File: config.mk
export PLATFORM = sky130hd
export DESIGN_NAME = coeff2bram
export DESIGN_NICKNAME = d
export VERILOG_FILES = /design/src/rtl/fir_coeff_pkg.sv /design/src/rtl/vs_edge_det.sv /design/src/rtl/coeff2bram.sv
export SDC_FILE = /design/constraint.sdc
export NUM_CORES = 1
export LEC_CHECK = 0
export ABC_AREA = 0
export CAP_MARGIN = 20
export CORE_MARGIN = 5
export CORE_UTILIZATION = 25
export DETAILED_ROUTE_END_ITERATION = 8
export PLACE_DENSITY = 0.58
export SLEW_MARGIN = 20
export SYNTH_ARGS = -nofsm -noshare
export SYNTH_HDL_FRONTEND = slang
export SYNTH_HIERARCHICAL = 1
export SYNTH_SLANG_ARGS = --single-unit
File: constraint.sdc
create_clock -name clk -period 4.04 [get_ports clk]
set_input_delay 0.404 -clock clk [delete_from_list [all_inputs] [get_ports clk]]
set_output_delay 0.404 -clock clk [all_outputs]
set_load 0.01 [all_outputs]
File: src/rtl/fir_coeff_pkg.sv
// Constants and FSM encoding shared by the coefficient BRAM writer and reader.
package fir_coeff_pkg;

  localparam int NUM_COEFF = 25;
  localparam int COEFF_W   = 16;
  localparam int DATA_W    = 32;
  localparam int ADDR_W    = 6;
  localparam int BANK_BIT  = ADDR_W - 1;
  localparam int IDX_W     = BANK_BIT;
  localparam int SUM_W     = 21;

  localparam logic [IDX_W-1:0] LAST_IDX = IDX_W'(NUM_COEFF - 1);

  typedef enum logic [1:0] {
    IDLE    = 2'd0,
    LOAD    = 2'd1,
    DRAIN   = 2'd2,
    WAIT_VS = 2'd3
  } coeff_state_e;

endpackage

File: src/rtl/vs_edge_det.sv
// Registers vs_i and flags its rising edge combinationally against the registered copy.
module vs_edge_det (
  input  logic clk,
  input  logic rst,
  input  logic vs_i,
  output logic vs_rise
);

  logic vs_q;

  // NOTE: sequential state uses non-blocking assignments so every flop samples pre-edge values.
  always_ff @(posedge clk or posedge rst) begin
    if (rst) vs_q <= 1'b0;
    else     vs_q <= vs_i;
  end

  assign vs_rise = vs_i & ~vs_q;

endmodule

File: src/rtl/coeff2bram.sv
// Writes a 25-coefficient set into the inactive BRAM bank and swaps banks on the next vs_i rise.
// Optional feature: define COEFF_SUM_EN to report the signed sum of the active set on coeff_sum.
module coeff2bram
  import fir_coeff_pkg::*;
(
  input  logic                    clk,
  input  logic                    rst,
  input  logic [COEFF_W-1:0]      s_coeff_data,
  input  logic                    s_coeff_valid,
  input  logic                    s_coeff_last,
  output logic                    s_coeff_ready,
  input  logic                    vs_i,
  output logic                    bram_we,
  output logic [ADDR_W-1:0]       bram_addr,
  output logic [DATA_W-1:0]       bram_din,
  output logic                    coeff_bank,
  output logic                    set_done,
  output logic                    err_len,
  output logic signed [SUM_W-1:0] coeff_sum
);

  coeff_state_e     state_q, state_d;
  logic [IDX_W-1:0] index_q;
  logic [IDX_W-1:0] beat_idx;
  logic             accept;
  logic             vs_rise;
  logic             wr_beat;
  logic             first_beat;
  logic             err_d;
  logic             swap;

  vs_edge_det u_vs_edge (
    .clk     (clk),
    .rst     (rst),
    .vs_i    (vs_i),
    .vs_rise (vs_rise)
  );

  // Ready is held low while reset is asserted so every output reads 0 during reset.
  assign s_coeff_ready = ~rst & (state_q != WAIT_VS);
  assign accept        = s_coeff_valid & s_coeff_ready;
  assign beat_idx      = (state_q == IDLE) ? '0 : index_q;

  // NOTE: every always_comb output gets a default first, so no path can infer a latch.
  always_comb begin
    state_d    = state_q;
    wr_beat    = 1'b0;
    first_beat = 1'b0;
    err_d      = 1'b0;
    swap       = 1'b0;
    unique case (state_q)
      IDLE, LOAD: begin
        if (accept) begin
          wr_beat    = 1'b1;
          first_beat = (state_q == IDLE);
          if (s_coeff_last) begin
            if (beat_idx == LAST_IDX) begin
              state_d = WAIT_VS;
            end else begin
              err_d   = 1'b1;
              state_d = IDLE;
            end
          end else if (beat_idx == LAST_IDX) begin
            err_d   = 1'b1;
            state_d = DRAIN;
          end else begin
            state_d = LOAD;
          end
        end
      end
      DRAIN: begin
        if (accept && s_coeff_last) state_d = IDLE;
      end
      WAIT_VS: begin
        // The edge register has already absorbed any rise seen with the final beat.
        if (vs_rise) begin
          swap    = 1'b1;
          state_d = IDLE;
        end
      end
      default: state_d = IDLE;
    endcase
  end

  always_ff @(posedge clk or posedge rst) begin
    if (rst) begin
      state_q    <= IDLE;
      index_q    <= '0;
      bram_we    <= 1'b0;
      bram_addr  <= '0;
      bram_din   <= '0;
      coeff_bank <= 1'b0;
      set_done   <= 1'b0;
      err_len    <= 1'b0;
    end else begin
      state_q  <= state_d;
      bram_we  <= wr_beat;
      set_done <= swap;
      err_len  <= err_d;
      if (wr_beat) begin
        index_q   <= beat_idx + 1'b1;
        bram_addr <= {~coeff_bank, beat_idx};
        bram_din  <= {{(DATA_W-COEFF_W){s_coeff_data[COEFF_W-1]}}, s_coeff_data};
      end
      if (swap) coeff_bank <= ~coeff_bank;
    end
  end

`ifdef COEFF_SUM_EN
  logic signed [SUM_W-1:0] acc_q;
  logic signed [SUM_W-1:0] coeff_ext;

  assign coeff_ext = {{(SUM_W-COEFF_W){s_coeff_data[COEFF_W-1]}}, s_coeff_data};

  // The accumulator restarts on each first beat, so an aborted set never reaches coeff_sum.
  always_ff @(posedge clk or posedge rst) begin
    if (rst) begin
      acc_q     <= '0;
      coeff_sum <= '0;
    end else begin
      if (wr_beat) acc_q <= first_beat ? coeff_ext : acc_q + coeff_ext;
      if (swap)    coeff_sum <= acc_q;
    end
  end
`else
  assign coeff_sum = '0;
`endif

endmodule
======== Word-level counts from Yosys, hierarchy flattened ========
Cells that the tools add are included.
word-level totals
  memory bits (writable) .................. 0
  memory bits (read-only) ................. 0
  flip-flop bits (word level) ............. 34
  latch bits .............................. 0
  memories kept ........................... 0
  output and inout port bits .............. 64
  bits of input ports ..................... 21
cells by class
  order comparisons ....................... 0
  bitwise logic cells ..................... 6
  multiply operators ...................... 0
  muxes and demuxes ....................... 17
  eq/ne operators ......................... 8
  div/mod/pow operators ................... 0
  reductions and logical operators ........ 4
  $add $sub $neg .......................... 1
  shifts and indexed selects .............. 0
operator list
  kind                                                                     number
  2-bit 2-to-1 mux                                                         6
  1-bit 2-to-1 mux                                                         9
  2-bit inequality test, second input constant                             3
  2-bit case mux with 3 select lines                                       1
  5-bit by 1-bit adder with 5-bit output, second input constant            1
  5-bit == test, second input constant                                     1
  5-bit 2-to-1 mux                                                         1
  2-bit == test, second input constant                                     2
  1-bit bitwise AND                                                        3
  1-bit inverter                                                           3
  3-bit AND reduction                                                      1
  2-bit by 1-bit == test with 1-bit output, second input constant          1
  2-bit logical NOT                                                        1
  2-bit by 1-bit inequality test with 1-bit output, second input constant  1
  2-bit OR reduction                                                       1
  1-bit logical AND                                                        1

======== Depth between registers and ports, before layout ========
  word-level depth ........................ 7
  depth in mapped cells ................... 9
  gate-level depth less buffers ........... 7

======== Modules after synthesis ========
Netlist, hierarchy kept.
modules (own cells, without submodules)
  module       area an instance (sq um)  cells each  sequential area each (sq um)  instances
  coeff2bram   1664.1                    186         825.8                         1
  vs_edge_det  42.5                      3           25.0                          1

======== Worst setup path before layout ========
OpenSTA, ideal clock, no wires.
  path type ............................... reg-to-reg
  start ................................... register state_q[0]
  end ..................................... register state_q[0]
  path buffers ............................ 2
  arrival ................................. 1795 ps
  cell stages (with the launch flop) ...... 9
  setup slack ............................. 2125 ps
  period minus slack after synthesis ...... 1915 ps
  cells stage by stage .................... dfrtp_1 > buf_2 > or2_2 > clkbuf_1 > nand2_1 > ha_1 > nand3b_1 > or3_1 > a31o_1
between the ends
  word-level cells in the longest chain between the ends .. 7
ends and longest elaborated chain
  what                                 RTL line                            source
  from (decl)                          coeff2bram.sv:22                    coeff_state_e state_q, state_d;
  from (signal assigned)               coeff2bram.sv:96                    state_q <= state_d;
  2-bit logical NOT                    coeff2bram.sv:42, coeff2bram.sv:51
  5-bit 2-to-1 mux                     coeff2bram.sv:42                    assign beat_idx = (state_q == IDLE) ? '0 : index_q;
  5-bit == test                        coeff2bram.sv:57, coeff2bram.sv:63
  2-bit 2-to-1 mux (on tied branches)  coeff2bram.sv:63, coeff2bram.sv:57
  2-bit 2-to-1 mux                     coeff2bram.sv:56                    if (s_coeff_last) begin
  2-bit 2-to-1 mux                     coeff2bram.sv:53                    if (accept) begin
  2-bit case mux with 3 select lines   coeff2bram.sv:51                    unique case (state_q)
Parallel ways exist; a longest one is shown, timed or not. The select of a mux whose other input is x is not followed.
A chain may end at the register's enable or synchronous reset.

======== Final worst setup path ========
  start ................................... input rst
  end ..................................... register index_q[4]
between the ends
  word-level cells in the longest chain between the ends .. 5
ends and longest elaborated chain
  what                  RTL line           source
  from (decl)           coeff2bram.sv:7    input logic rst,
  1-bit inverter        coeff2bram.sv:40   assign s_coeff_ready = ~rst & (state_q != WAIT_VS);
  1-bit bitwise AND     coeff2bram.sv:40
  1-bit bitwise AND     coeff2bram.sv:41   assign accept = s_coeff_valid & s_coeff_ready;
  1-bit 2-to-1 mux      coeff2bram.sv:53
  1-bit 2-to-1 mux      coeff2bram.sv:51
  to (signal assigned)  coeff2bram.sv:101  index_q <= beat_idx + 1'b1;
  to (decl)             coeff2bram.sv:23   logic [IDX_W-1:0] index_q;
No other way between the ends.

==> flow_summary.json <==
{
  "setup_viol": 0,
  "design.core.area_um2": 6719,
  "ys_warn_count": 6,
  "die_width_um": 92.62,
  "syn_inst": 189,
  "synth-simple-area-share": 0.1943,
  "viasPerCell": 3.930,
  "grt_start_max_net_pins": 34,
  "intPower_mw": 0.6768,
  "cts_setup_buffers": 0,
  "synth_top_area_frac": 0.4985,
  "antenna_found_initial": 0,
  "layout_common_cells": "63 x clkdlybuf4s50_1, 62 x nand2_1, 34 x dfrtp_1",
  "io_pins": 85,
  "cp_slowest_cell": "or3b_2",
  "nFillCells": 708,
  "post-route-min-period_ns": 2.305,
  "crit_path_start_kind": "primary input",
  "worstPathArrival_ns": 2.48,
  "place_inst": 308,
  "routed_wl_mm": 3.768,
  "drv_cap": 0,
  "yosys-top-cells-area": "dfrtp_1 50%, buf_4 17%, nand2_1 14%",
  "final_core_util": 0.3393,
  "track_usage": 0.08865,
  "synth-adder-area-share": 0.01466,
  "io_buffers": 63,
  "die_h_um": 92.62,
  "start_util": 0.2540,
  "fin_tns_setup_ns": 0,
  "ant_nets": 0,
  "seq_area_frac_synth": 0.4985,
  "route.detailed.drc": 0,
  "p_clk_frac": 0.272,
  "clk_pin_slew_ns": 0.07,
  "ys_ff_latch": 34,
  "synth.largest_area_cell": "dfrtp_1",
  "grt_pass1_vias": 1190,
  "drive_gt1_frac": 0.05508,
  "area_delta_synth_final_pct": 33.58,
  "ir_drop_v": 0.0001525,
  "cts_made_buffers": 5,
  "ctsRootBufferMaster": "clkbuf_8",
  "wl_per_cell_um": 11.92,
  "grt_pass1_wl_mm": 6.016,
  "end_kind": "flip-flop",
  "period_share": 0.5704,
  "pwr-share-comb": 0.278,
  "stdcell_count": 316,
  "overflow": 0,
  "cts_tree": "built",
  "drt_iter0_drc": 44,
  "p_sw_frac": 0.2951,
  "worstPathRequired_ns": 4.22,
  "clk-insertion-delay-late_ns": 0.29,
  "final_common_cell": "clkdlybuf4s50_1",
  "status": "finished, final reports clean",
  "max_stage_delay_ns": 0.57,
  "synth_cell_types": 26,
  "worstSetupPathType": "primary input to flip-flop",
  "hold_viol": 0,
  "p_per_area_nw_per_um2": 421.1,
  "cp_cell_sequence": "clkdlybuf4s50_1 > or3b_2 > clkinv_2 > and2_1 > o2bb2ai_1",
  "slew_violations": 0,
  "layout.nets": 258,
  "dp_hpwl_mm": 2.765,
  "numClockSinks": 34,
  "ctsHoldBuffers": 0,
  "post_cts_resize_count": 0,
  "power_mw": 0.9600,
  "p_switching_mw": 0.2833,
  "htreeDepth": 2,
  "rsz0062_at_grt": "false",
  "worst_path_dominant_cell_family": "buffers and inverters",
  "n_antenna_cell": 0,
  "avgSynthCellArea_um2": 9.030,
  "fmax_mhz": 433.9,
  "gp_congestion": 0.7160,
  "synth_compound_gate_area_share": 0.07258,
  "seqPwrFrac": 0.450,
  "first_pass_iters": 4,
  "cts_buffer_depth": 2,
  "min_path_type": "primary input to asynchronous set/reset pin",
  "critPathBufInv": 2,
  "synth.area.mux_share": 0,
  "clock_skew_ns": 0.005862,
  "path_max_fanout": 33,
  "die-area_um2": 8578,
  "relSlewSlack": 0.4386,
  "synth_top_family_by_area": "buffers and inverters",
  "tightest_slew_ns": 0.8411,
  "synthXorXnorAreaFrac": 0.005132,
  "row_count": 30,
  "leakagePower_nw": 1.094,
  "netlist_area_um2": 1707,
  "vias": 1242
}
[routing by layer]
metal  track usage  routed length, um  vias up
met1        0.1100               1638      562
met4       0.02564                 39        0
li1              -                  -      624
met2        0.1366               1723       50
met3       0.04305                367        6
met5             0                  0        -
[Yosys cell counts]
cell type / instances
or3b_1: 1
dfrtp_1: 34
o31ai_2: 1
clkinv_2: 1
or3_1: 1
o21ai_0: 7
a21oi_1: 7
o211ai_1: 2
conb_1: 1
nand3_1: 5
nand2_1: 62
clkbuf_1: 1
inv_1: 7
buf_4: 38
a31o_1: 1
nor2b_4: 1
and2_1: 1
nor2_1: 3
nand3b_1: 2
xnor2_1: 1
buf_2: 4
o2bb2ai_1: 2
or2_2: 1
ha_1: 2
buf_6: 2
and3_1: 1
[final cells by class]
| cell class | instances | area (um2) | share of cell area |
|---|---|---|---|
| clock inverter | 1 | 5.005 | 0.002195 |
| multi-input combinational | 122 | 568.0 | 0.2492 |
| clock buffer | 7 | 86.33 | 0.03787 |
| inverter | 8 | 31.28 | 0.01372 |
| tap | 80 | 100.1 | 0.04391 |
| timing repair buffer | 64 | 638.1 | 0.2799 |
| sequential | 34 | 850.8 | 0.3732 |
[logic make-up (layout without fill, tap and decap cells)]
kind of cell / count (synthesis) / in the layout
buffers and inverters: 53 / 80
flip-flops: 34 / 34
AND/OR/NAND/NOR: 78 / 78
adder cells (fa/ha/maj): 2 / 2
other: 1 / 21
XOR/XNOR: 1 / 1
AO/OA/AOI/OAI: 20 / 20
[sequential cells by signal, indices dropped and copies added, names as in the netlist]
register	flops
bram_addr	6
set_done	1
u_vs_edge/vs_q	1
bram_din	16
index_q	5
err_len	1
coeff_bank	1
bram_we	1
state_q	2
[stage by stage]
| stage | hold slack [ns] | setup WS [ns] | cell area (um2) |
|---|---|---|---|
| final | 0.3468 | 1.735 | 2280 |
| after global routing | 0.3554 | 1.502 | 2280 |
| after CTS | 0.3420 | 1.262 | 2280 |
| after detailed placement | 0.4671 | 0.9556 | 2188 |
| after global placement | 0.4574 | 0.9781 | 2188 |
| after floorplan | 0.1327 | 2.125 | 1782 |
[worst paths after layout]
path	from	to	slack (ns)	cells after the start
worst max-delay path	rst	index_q[4]	1.74	5
worst min-delay path	rst	u_vs_edge/vs_q	0.35	2
worst max register to register	state_q[1]	index_q[4]	1.93	4
worst min register to register	bram_din[3]	bram_din[3]	0.48	2
max in group asynchronous	rst	bram_din[9]	2.65	3
min in group clk	bram_din[3]	bram_din[3]	0.48	2
[worst reg2reg max path, cell delays in order (launching register included)]
cell and delay, ns:
dfrtp_1 0.44, or3b_2 0.58, clkinv_2 0.51, and2_1 0.34, o2bb2ai_1 0.13
[power groups by stage]
stage	Sequential, mW	Combinational, mW	Clock [mW]
final	0.432	0.267	0.261
after global routing	0.440	0.292	0.287
after CTS	0.433	0.273	0.275
after detailed placement	0.439	0.271	0
after global placement	0.438	0.268	0
after floorplan	0.448	0.144	0
Power figures use the tool's default switching activity.
==> variant 1: new RTL, same flow settings <==
The option `COEFF_SUM_EN` is turned on by a define.
--- a/src/rtl/coeff2bram.sv
+++ b/src/rtl/coeff2bram.sv
@@ -1,5 +1,7 @@
 // Writes a 25-coefficient set into the inactive BRAM bank and swaps banks on the next vs_i rise.
 // Optional feature: define COEFF_SUM_EN to report the signed sum of the active set on coeff_sum.
+`define COEFF_SUM_EN
+
 module coeff2bram
   import fir_coeff_pkg::*;
 (
Behaviour: no difference found for any inputs over 10 cycles, from zero or initial values and one cycle with rst high; that may be too few to reach the edited logic, so the function may still have changed.
==> variant 1 against the unedited design <==
  * Area after synthesis is 140% higher
  * Sequential cell count is 42 higher
  * Cell area is 140% higher
  * Critical path type unchanged
  * Register-to-register slack worse by 0.48 ns
  * Synthesized cell count is 120% higher
  * Setup slack worse by 0.46 ns
  * Highest routed layer unchanged
  * Routed wire length grew to 2.9 times the old value
  * Total power grew to 2.6 times the old value
==> variant 1: results <==
INSERT INTO impl_metrics (metric_group, metric, value, unit) VALUES
('worst_setup_path', 'critical-path-top-delay-family', 'compound AO/OA/AOI/OAI gates', ''),
('synth', 'post_synth_main_area_contributors', 'dfrtp_1, nand2_1, ha_1', ''),
('worst_setup_path', 'critPathLaunch', 's_coeff_data[0]', ''),
('pwr', 'p_int', '1.67', 'mW'),
('run_status', 'outcome', 'finished clean', ''),
('worst_setup_path', 'cpPeakStageDelay', '0.47', 'ns'),
('worst_setup_path', 'cp_data_arrival_time', '2.99', 'ns'),
('global_routing', 'grt_start_max_net_pins', '76', ''),
('place', 'dp_worst_setup_slack', '0.936', 'ns'),
('cts', 'cts_buffers', '9', ''),
('worst_setup_path', 'critical_path_peak_fanout', '5', ''),
('layout', 'post_route_cells_drive_above_1_share', '10.1', '%'),
('worst_setup_path', 'reg2reg_to', 'acc_q[20]', ''),
('place', 'half_perimeter_wire_length_after_detailed_placement', '7.74', 'mm'),
('global_routing', 'gr-usage-all-layers', '11.2', '%'),
('cts', 'h-tree-depth', '3', ''),
('worst_setup_path', 'timing.reg2reg.setup_slack', '1.45', 'ns'),
('layout', 'largest_registers', 'acc_q (21), coeff_sum (21), bram_din (16)', ''),
('global_routing', 'grt_first_pass_wirelength', '17.6', 'mm'),
('cts', 'latest_clock_arrival_within_the_worst_skew_pair', '0.34', 'ns');
[variant 1: cell count changes in the layout (fill, tap and decap cells not counted), sizes merged, moves of 22 or more]
cell,delta
dfrtp,+42
o21ai,+26
ha,+22
mux2,+22
nand2,+22
[variant 1: cell families after synthesis]
group,count (synthesis),synth area share (%)
XOR/XNOR,17,3.60
flip-flops,76,46.0
AO/OA/AOI/OAI,98,15.4
AND/OR/NAND/NOR,132,13.7
multiplexers,29,7.77
adder cells (fa/ha/maj),25,7.74
buffers and inverters,47,5.81
[variant 1: cell type report]
| type | instances | area [sq um] |
|---|---|---|
| timing repair buffer | 88 | 875 |
| fill | 1664 | 11000 |
| sequential | 76 | 1900 |
| inverter | 14 | 52.6 |
| multi-input combinational | 301 | 2000 |
| tap | 220 | 275 |
| clock buffer | 13 | 250 |
| clock inverter | 3 | 22.5 |
[variant 1: through the flow]
| stage | utilization [%] | hold WS, ns | cell area (sq um) | cells |
|---|---|---|---|---|
| floorplan | - | 0.133 | 4140 | 424 |
| global placement | 31.1 | 0.455 | 5100 | 699 |
| detailed placement | 31.1 | 0.459 | 5100 | 699 |
| CTS | 32.7 | 0.286 | 5370 | 715 |
| global route | 32.7 | 0.296 | 5370 | 715 |
| finish | 32.7 | 0.290 | 5370 | 715 |
[variant 1: power groups by stage]
stage,sequential [mW],clock (mW),combinational [mW]
2_1_floorplan,0.950,0,0.573
3_3_place_gp,0.968,0,0.791
3_5_place_dp,0.971,0,0.800
4_1_cts,0.957,0.779,0.807
5_1_grt,0.970,0.805,0.891
6_report,0.956,0.748,0.800
[variant 1: layer usage]
layer | up-vias | track usage [%] | part of all wire [%]
met5 | - | 0 | 0
met4 | 0 | 4.84 | 2.0
met3 | 15 | 2.41 | 4.2
met2 | 70 | 18.9 | 48
met1 | 1602 | 14.0 | 46
li1 | 1596 | - | -
==> variant 2: new RTL, config.mk and constraints unchanged <==
Without the edit above. Re-encode `coeff_state_e` (4 states) as one-hot, 4 bits wide.
--- a/src/rtl/fir_coeff_pkg.sv
+++ b/src/rtl/fir_coeff_pkg.sv
@@ -11,11 +11,11 @@
 
   localparam logic [IDX_W-1:0] LAST_IDX = IDX_W'(NUM_COEFF - 1);
 
-  typedef enum logic [1:0] {
-    IDLE    = 2'd0,
-    LOAD    = 2'd1,
-    DRAIN   = 2'd2,
-    WAIT_VS = 2'd3
+  typedef enum logic [3:0] {
+    IDLE    = 4'b0001,
+    LOAD    = 4'b0010,
+    DRAIN   = 4'b0100,
+    WAIT_VS = 4'b1000
   } coeff_state_e;
 
 endpackage
Formal check against the unedited RTL: no difference found for any inputs over 10 cycles, from zero or initial values and one cycle with rst high; not proved beyond that.
==> variant 2 against the unedited design <==
  * Routed wire length up 10%
  * Area after synthesis up 17%
  * Setup slack worse by 0.53 ns
  * Highest routed layer unchanged
  * Critical path type is now register to register
  * Fmax down 19%
  * Non-clock buffer count unchanged
  * Cell area up 15%
  * Total power up 10%
  * Critical endpoint is now state_q[0]
  * Sequential cell count up 2
  * Worst hold slack better by 0.092 ns
==> variant 2: results <==
INSERT INTO impl_metrics (metric_group, metric, value, unit) VALUES
('run_status', 'outcome', 'finished clean', ''),
('worst_setup_path', 'crit_slowest_cell', 'or4b_1', ''),
('synth', 'post_synth_main_area_contributors', 'dfrtp_1, buf_4, mux2_2', ''),
('global_routing', 'grt_start_max_net_pins', '36', ''),
('synth', 'yosys.area_share.adder', '2.51', '%'),
('synth', 'synth.cells.most_frequent', 'buf_4, dfrtp_1, mux2_2, o21ai_0, nand2_1', ''),
('global_routing', 'gr-usage-all-layers', '8.40', '%'),
('worst_setup_path', 'rr_worst_depth', '9', ''),
('place', 'dpl.cell_count', '323', ''),
('pwr', 'leak_pwr', '1.11', 'nW'),
('synth', 'ys_seq_area_share', '45.2', '%'),
('pwr', 'max-vdd-ir-drop', '257', 'uV'),
('detailed_routing', 'post_drt_via_cell_ratio', '4.30', ''),
('worst_setup_path', 'reg2reg_to', 'state_q[0]', ''),
('layout', 'layout.filler_cells', '796', ''),
('worst_setup_path', 'cp_data_arrival_time', '3.04', 'ns'),
('worst_setup_path', 'critPathKind', 'register to register', ''),
('place', 'half_perimeter_wire_length_after_detailed_placement', '3.08', 'mm'),
('timing', 'tmin_final', '2.83', 'ns'),
('layout', 'finish.net_count', '253', '');
-- variant 2: report_power, final --
part / switching, mW / internal [mW]
Clock: 0.122 / 0.183
Combinational: 0.120 / 0.184
Sequential: 0.0391 / 0.410
-- variant 2: area by class of cell --
type	instances	share of cell area, %
multi-input combinational	113	31.1
timing repair buffer	64	24.4
sequential	36	34.4
inverter	8	1.15
clock inverter	2	1.34
clock buffer	6	2.77
tap	102	4.87
-- variant 2: cell families (layout without fill, tap and decap cells) --
kind of cell             Yosys count  count (layout)
AO/OA/AOI/OAI                     23              23
adder cells (fa/ha/maj)            4               4
other                              1              21
flip-flops                        36              36
AND/OR/NAND/NOR                   39              39
XOR/XNOR                           4               4
buffers and inverters             54              80
multiplexers                      22              22
-- variant 2: how the worst min path moves through the flow --
stage | to | slack (ns)
6_report | u_vs_edge/vs_q | 0.44
4_1_cts | u_vs_edge/vs_q | 0.42
3_3_place_gp | bram_din[1] | 0.49
2_1_floorplan | u_vs_edge/vs_q | 0.13
3_5_place_dp | bram_addr[1] | 0.49
5_1_grt | u_vs_edge/vs_q | 0.45
-- variant 2: stage by stage --
stage               cell area (sq um)  hold WS, ns
floorplan                        2070        0.133
global placement                 2510        0.492
detailed placement               2510        0.495
CTS                              2620        0.416
global route                     2620        0.449
finish                           2620        0.439
-- variant 2: routing by layer --
layer  track usage, %  up-vias  part of all wire (%)
li1                 -      664                     -
met1             10.5      692                    43
met2             13.2       66                    47
met3             3.30        2                   9.5
met4             3.05        0                  0.36
met5                0        -                     0
